File: src/rtl/tile_renderer_if.sv
// Command and pixel-write bundle between the game FSM, tile_renderer and vga_adapter.
// master = the renderer (pixel-write initiator); slave = command source / pixel sink side.
interface tile_renderer_if;
    logic       req;
    logic       cmd_clear;
    logic [1:0] tile_col;
    logic [1:0] tile_row;
    logic [2:0] fill_color;
    logic       border_en;
    logic       stall;
    logic       busy;
    logic       done;
    logic [9:0] x;
    logic [8:0] y;
    logic [2:0] color;
    logic       write;

    modport master (
        input  req, cmd_clear, tile_col, tile_row, fill_color, border_en, stall,
        output busy, done, x, y, color, write
    );

    modport slave (
        output req, cmd_clear, tile_col, tile_row, fill_color, border_en, stall,
        input  busy, done, x, y, color, write
    );
endinterface

File: src/rtl/tile_renderer.sv
// Sweeps one draw command (tile fill or full-screen clear) out as one pixel write per
// cycle, row-major with x fastest; sink back-pressure via stall holds the sweep.
module tile_renderer #(
    parameter int unsigned TILE_W       = 160,
    parameter int unsigned TILE_H       = 120,
    parameter int unsigned SCR_W        = 640,
    parameter int unsigned SCR_H        = 480,
    parameter logic [2:0]  BORDER_COLOR = 3'b000
) (
    input logic             clock,
    input logic             reset,
    tile_renderer_if.master bus
);
    localparam logic [9:0] TW    = 10'(TILE_W);
    localparam logic [8:0] TH    = 9'(TILE_H);
    localparam logic [9:0] TW_M1 = 10'(TILE_W - 1);
    localparam logic [8:0] TH_M1 = 9'(TILE_H - 1);
    localparam logic [9:0] SW_M1 = 10'(SCR_W - 1);
    localparam logic [8:0] SH_M1 = 9'(SCR_H - 1);

    typedef enum logic [1:0] {IDLE, DRAW, FIN} state_t;

    state_t     state_q, state_d;
    logic       cmd_clear_q, cmd_clear_d;
    logic [1:0] tile_col_q, tile_col_d;
    logic [1:0] tile_row_q, tile_row_d;
    logic [2:0] fill_color_q, fill_color_d;
    logic       border_en_q, border_en_d;
    logic [9:0] lx_q, lx_d;
    logic [8:0] ly_q, ly_d;
    logic       last_q, last_d;
    logic       busy_q, busy_d;
    logic       done_q, done_d;
    logic       write_q, write_d;
    logic [9:0] x_q, x_d;
    logic [8:0] y_q, y_d;
    logic [2:0] color_q, color_d;

    logic       accept, emit;
    logic       e_clear, e_border, on_edge, is_last;
    logic [1:0] e_col, e_row;
    logic [2:0] e_fill, pix_color;
    logic [9:0] e_lx, w_m1, pix_x;
    logic [8:0] e_ly, h_m1, pix_y;

    always_ff @(posedge clock) begin
        if (reset) begin
            state_q      <= IDLE;
            cmd_clear_q  <= 1'b0;
            tile_col_q   <= '0;
            tile_row_q   <= '0;
            fill_color_q <= '0;
            border_en_q  <= 1'b0;
            lx_q         <= '0;
            ly_q         <= '0;
            last_q       <= 1'b0;
            busy_q       <= 1'b0;
            done_q       <= 1'b0;
            write_q      <= 1'b0;
            x_q          <= '0;
            y_q          <= '0;
            color_q      <= '0;
        end else begin
            state_q      <= state_d;
            cmd_clear_q  <= cmd_clear_d;
            tile_col_q   <= tile_col_d;
            tile_row_q   <= tile_row_d;
            fill_color_q <= fill_color_d;
            border_en_q  <= border_en_d;
            lx_q         <= lx_d;
            ly_q         <= ly_d;
            last_q       <= last_d;
            busy_q       <= busy_d;
            done_q       <= done_d;
            write_q      <= write_d;
            x_q          <= x_d;
            y_q          <= y_d;
            color_q      <= color_d;
        end
    end

    always_comb begin
        state_d = state_q;
        unique case (state_q)
            IDLE:    if (bus.req) state_d = DRAW;
            DRAW:    if (last_q) state_d = FIN;
            FIN:     state_d = IDLE;
            default: state_d = IDLE;
        endcase
    end

    // Pixel (0,0) is emitted on the accept edge straight from the inputs so the first
    // write lands one cycle after acceptance; afterwards the latched command is used.
    assign accept = (state_q == IDLE) && bus.req;
    assign emit   = accept || ((state_q == DRAW) && !last_q && !bus.stall);

    always_comb begin
        e_clear  = accept ? bus.cmd_clear  : cmd_clear_q;
        e_col    = accept ? bus.tile_col   : tile_col_q;
        e_row    = accept ? bus.tile_row   : tile_row_q;
        e_fill   = accept ? bus.fill_color : fill_color_q;
        e_border = accept ? bus.border_en  : border_en_q;
        e_lx     = accept ? '0 : lx_q;
        e_ly     = accept ? '0 : ly_q;
        w_m1     = e_clear ? SW_M1 : TW_M1;
        h_m1     = e_clear ? SH_M1 : TH_M1;
        on_edge  = (e_lx == '0) || (e_lx == TW_M1) || (e_ly == '0) || (e_ly == TH_M1);
        pix_x    = e_clear ? e_lx : 10'(e_col) * TW + e_lx;
        pix_y    = e_clear ? e_ly : 9'(e_row) * TH + e_ly;
        pix_color = (!e_clear && e_border && on_edge) ? BORDER_COLOR : e_fill;
        is_last  = (e_lx == w_m1) && (e_ly == h_m1);
    end

    always_comb begin
        cmd_clear_d  = cmd_clear_q;
        tile_col_d   = tile_col_q;
        tile_row_d   = tile_row_q;
        fill_color_d = fill_color_q;
        border_en_d  = border_en_q;
        lx_d         = lx_q;
        ly_d         = ly_q;
        last_d       = (state_q == DRAW) ? last_q : 1'b0;
        x_d          = x_q;
        y_d          = y_q;
        color_d      = color_q;
        write_d      = 1'b0;
        busy_d       = (state_d == DRAW);
        done_d       = (state_d == FIN);
        if (accept) begin
            cmd_clear_d  = bus.cmd_clear;
            tile_col_d   = bus.tile_col;
            tile_row_d   = bus.tile_row;
            fill_color_d = bus.fill_color;
            border_en_d  = bus.border_en;
        end
        if (emit) begin
            write_d = 1'b1;
            x_d     = pix_x;
            y_d     = pix_y;
            color_d = pix_color;
            last_d  = is_last;
            lx_d    = (e_lx == w_m1) ? '0 : e_lx + 10'd1;
            ly_d    = (e_lx == w_m1) ? e_ly + 9'd1 : e_ly;
        end
    end

    assign bus.busy  = busy_q;
    assign bus.done  = done_q;
    assign bus.write = write_q;
    assign bus.x     = x_q;
    assign bus.y     = y_q;
    assign bus.color = color_q;
endmodule
File: src/flat_wrapper.sv
// flat-port wrapper written by rule: the top's interface ports become plain ports
module tile_renderer_flat 
#(
    parameter int unsigned TILE_W       = 160,
    parameter int unsigned TILE_H       = 120,
    parameter int unsigned SCR_W        = 640,
    parameter int unsigned SCR_H        = 480,
    parameter logic [2:0]  BORDER_COLOR = 3'b000
)
  (clock, reset, bus_req, bus_cmd_clear, bus_tile_col, bus_tile_row, bus_fill_color, bus_border_en, bus_stall, bus_busy, bus_done, bus_x, bus_y, bus_color, bus_write);
  tile_renderer_if bus_i ();
  input logic clock;
  input logic reset;
  input wire logic [$bits(bus_i.req)-1:0] bus_req;
  input wire logic [$bits(bus_i.cmd_clear)-1:0] bus_cmd_clear;
  input wire logic [$bits(bus_i.tile_col)-1:0] bus_tile_col;
  input wire logic [$bits(bus_i.tile_row)-1:0] bus_tile_row;
  input wire logic [$bits(bus_i.fill_color)-1:0] bus_fill_color;
  input wire logic [$bits(bus_i.border_en)-1:0] bus_border_en;
  input wire logic [$bits(bus_i.stall)-1:0] bus_stall;
  output wire logic [$bits(bus_i.busy)-1:0] bus_busy;
  output wire logic [$bits(bus_i.done)-1:0] bus_done;
  output wire logic [$bits(bus_i.x)-1:0] bus_x;
  output wire logic [$bits(bus_i.y)-1:0] bus_y;
  output wire logic [$bits(bus_i.color)-1:0] bus_color;
  output wire logic [$bits(bus_i.write)-1:0] bus_write;
  assign bus_i.req = bus_req;
  assign bus_i.cmd_clear = bus_cmd_clear;
  assign bus_i.tile_col = bus_tile_col;
  assign bus_i.tile_row = bus_tile_row;
  assign bus_i.fill_color = bus_fill_color;
  assign bus_i.border_en = bus_border_en;
  assign bus_i.stall = bus_stall;
  assign bus_busy = bus_i.busy;
  assign bus_done = bus_i.done;
  assign bus_x = bus_i.x;
  assign bus_y = bus_i.y;
  assign bus_color = bus_i.color;
  assign bus_write = bus_i.write;
  tile_renderer #(.TILE_W(TILE_W), .TILE_H(TILE_H), .SCR_W(SCR_W), .SCR_H(SCR_H), .BORDER_COLOR(BORDER_COLOR)) u_core (.clock(clock), .reset(reset), .bus(bus_i));
endmodule
File: config.mk
export PLATFORM = sky130hd
export DESIGN_NAME = tile_renderer_flat
export DESIGN_NICKNAME = d
export VERILOG_FILES = /design/src/rtl/tile_renderer_if.sv /design/src/rtl/tile_renderer.sv /design/src/flat_wrapper.sv
export SDC_FILE = /design/constraint.sdc
export NUM_CORES = 1
export LEC_CHECK = 0
export CORE_UTILIZATION = 50
export CTS_CLUSTER_DIAMETER = 40
export DETAILED_ROUTE_END_ITERATION = 10
export PLACE_DENSITY = 0.86
export SYNTH_ARGS = -nofsm -noshare
export SYNTH_HDL_FRONTEND = slang
export SYNTH_SLANG_ARGS = --single-unit
File: constraint.sdc
create_clock -name clock -period 3.4 [get_ports clock]
set_input_delay 0.51 -clock clock [delete_from_list [all_inputs] [get_ports clock]]
set_output_delay 0.51 -clock clock [all_outputs]
set_load 0.02 [all_outputs]
==> PnR_summary.wiki <==
{| class="wikitable"
! Metric !! Value
|-
| Number of buffers created by CTS || 5
|-
| Multiplexer share of the synthesized area || 2.77%
|-
| Overall global routing resource usage || 26.0%
|-
| Upper clock frequency limit || 0.296 GHz
|-
| Nets in the synthesized netlist || 400
|-
| Leading cell types by count after synthesis || 56 x dfxtp_1, 42 x nand2_1, 36 x nor2_1
|-
| Count of TritonRoute iterations in the first routing pass || 4
|-
| Hold-fix buffers at CTS || 0
|-
| Worst clock skew || roughly 0.0095 ns
|-
| Number of antenna diodes || 0
|-
| Largest family of logic cells by synthesized area || simple AND/OR/NAND/NOR gates
|-
| Summed instance area of the synthesized netlist || 3120 µm²
|-
| Crit Path Max Fanout || 5
|-
| Area share of and/or/nand/nor cells after synthesis || between 20 and 30%
|-
| Synth Area per Inst || ~8.4 µm²
|-
| Maximum number of buffers from clock root to sink || 2
|-
| Final Routed Wirelength || between 7000 and 8000 µm
|-
| Vertical die dimension || 81 µm
|-
| Synthesis-stage register bit count || 56
|-
| Worst Setup Path Type || input port to register
|-
| Share of the clock period used by the worst path || 99.4%
|-
| Remaining max-slew budget at the tightest pin || 56.9%
|-
| Die outline area || 6560 µm²
|-
| Share of synthesized flip-flops with an asynchronous set or reset || 0%
|-
| Clock sink total || 56
|-
| HP Class || register to register
|-
| Leading register cell type out of synthesis || dfxtp_1
|-
| Biggest area consumer among synthesized cells || dfxtp_1
|-
| Post-layout net count || 447
|-
| Critical path data arrival time || 3.57 ns
|-
| Max Transition Viols Final || 0
|-
| Fraction of synthesized cell area taken by the top area cell type || 35.9%
|-
| Gate count after technology mapping || 372
|-
| Fin cells || 495
|-
| Width of the chip || 81 µm
|-
| Warning count from the yosys run || 0
|-
| Antenna violation net count after detailed routing || 0
|-
| Io pins || 38
|-
| Clock tree from TritonCTS || done
|-
| Pre-CTS WS || -0.232 ns
|-
| Fraction of layout instances using a drive strength above 1 || between 10% and 20%
|-
| First DRT Iteration DRCs || between 200 and 300
|-
| Initial Util || a little over half
|-
| Std-Cell Core Area || 5960 µm²
|-
| Area fraction in compound gates after synthesis || 20.1%
|-
| Number of enable-type register cells in the synthesized netlist || 0
|-
| Transition time of the tightest slew-check pin || 0.644 ns
|-
| Largest net degree at the start of global routing || 41
|-
| Crit start category || input port
|-
| Cell with the most instances after synthesis || dfxtp_1
|-
| Total via count in the routed design || 2957
|-
| Total gr overflow || 0
|-
| Placement row count || 28
|-
| Wire length of the first global-routing pass || 13100 µm
|-
| Clock root buffer master || clkbuf_8
|-
| Post-synth cell types || 64
|-
| Max rail drop VDD || slightly above 0.0002 V
|-
| GPL Wtd Cong || ~0.98
|-
| Arithmetic-cell share of the synthesized area counting full adders, half adders and majority gates || 6.58%
|-
| Post-layout minimum cycle time || 3.38 ns
|-
| Instance count after placement with tap cells included || 487
|-
| Setup Viol. Count Final || 0
|-
| Final Hold Violating Endpoints || 0
|-
| XOR/XNOR share of the synthesized area || slightly above 3%
|-
| Insertion delay to the later sink of the worst-skew pair || 0.32 ns
|-
| Max Cap Viol || 0
|-
| Post-detailed-route via-to-cell ratio || 5.97
|-
| Power per standard cell area || about 360 nW/µm²
|-
| Layout-stage area growth over the synthesis result || 20.4%
|-
| Crit path required time || 3.59 ns
|-
| Leakage || about 1.4 nW
|-
| Register clock-pin slew on the reported worst setup and hold paths || ~0.10 ns
|-
| Fin worst setup slack || 0.0199 ns
|-
| Critical path endpoint category || register
|-
| Number of buffers inserted by port buffering || 37
|-
| Run status || completed
|-
| Vias in the first global route || 2822
|-
| Setup Fix Bufs, Post-CTS || 0
|-
| Mean routed wirelength per cell || about 16 µm
|-
| CTS HTree Levels || 2
|-
| Leading post-synthesis cells by cell area || dfxtp_1 36%, ha_1 5.6%, nand2_1 5.1%, a21oi_1 4.5%, nor2_1 4.3%
|-
| Part of the Yosys area used for sequential elements || 35.9%
|-
| Initial antenna violation count || 0
|-
| Detailed placement HPWL || 5730 µm
|-
| DRC Markers || 0
|}
-- where the power goes --
part           internal (mW)  switching (mW)
Clock                  0.167           0.217
Sequential             0.683          0.0185
Combinational          0.125           0.154
-- sequential cells by signal, summed over array words and instances, names as in the netlist, 2 cells and up --
name and count:
u_core.bus.x 10, u_core.lx_q 10, u_core.bus.y 9, u_core.ly_q 9, u_core.bus.color 3, u_core.fill_color_q 3
u_core.state_q 2, u_core.tile_col_q 2, u_core.tile_row_q 2
-- metal layers --
layer  wire length [µm]  global-route usage (%)
met1               3350                    31.0
met2               4000                    45.5
met3                385                    4.16
met4                235                    11.8
met5                  0                       0
-- cell type report --
type / instances / area, µm²
clock buffer: 8 / 90.1
fill: 501 / 2200
inverter: 14 / 52.6
multi-input combinational: 279 / 1830
sequential: 56 / 1120
tap: 75 / 93.8
timing repair buffer: 63 / 566
-- layout by cell type (no fill, tap or decap), types with 6 or more instances in the layout --
cell and count:
ha_1 13, a21oi_1 28, and2_1 6, clkdlybuf4s50_1 37, nor3_1 16, nor2_1 36, nand3_1 14, o21ai_0 17
nand2_1 42, dfxtp_1 56, clkbuf_8 6, buf_4 26, a221oi_1 7, xnor2_1 6, inv_1 14
-- cells by family (layout without fill, tap and decap cells) --
family          after synthesis  after routing
compound gates               90             90
xor+xnor                     11             11
fa+ha+maj                    16             16
buf+inv                      37             85
flops                        56             56
mux                           8              8
simple gates                154            154
-- stage by stage --
stage	instance area (µm²)	util (%)	TNS [ns]	hold slack, ns	total power [mW]
global placement	3640	61.2	-0.0982	0.442	0.980
CTS	3730	62.7	0	0.459	1.37
floorplan	3120	-	0	0.446	0.880
global route	3760	63.1	-0.0191	0.479	1.42
detailed placement	3640	61.2	-0.810	0.447	0.988
finish	3760	63.1	0	0.458	1.37
-- critical path, cell delays in order --
cell and delay [ns]:
clkdlybuf4s50_1 0.54, or3b_4 0.42, mux2i_2 0.29, ha_1 0.32, xor2_1 0.20, ha_2 0.23, nor4b_2 0.06, or3_1 0.40
xnor2_1 0.15, a221oi_1 0.34, nor3_1 0.11
-- final timing paths --
kind	from	end	slack [ns]	cells after the start
max	bus_req	u_core.bus.y[5]$_SDFFE_PP0P_	0.02	11
min	u_core.bus.y[2]$_SDFFE_PP0P_	u_core.bus.y[2]$_SDFFE_PP0P_	0.46	2
min reg2reg	u_core.bus.y[2]$_SDFFE_PP0P_	u_core.bus.y[2]$_SDFFE_PP0P_	0.46	2
max reg2reg	u_core.state_q[0]$_SDFF_PP0_	u_core.bus.y[5]$_SDFFE_PP0P_	0.33	10
-- what timing repair did --
action,4_1_cts,5_1_grt
gates resized for setup,0,5
endpoints found under the hold margin,0,0
endpoints found under the setup margin,0,2
(Power assumes the default switching activity.)
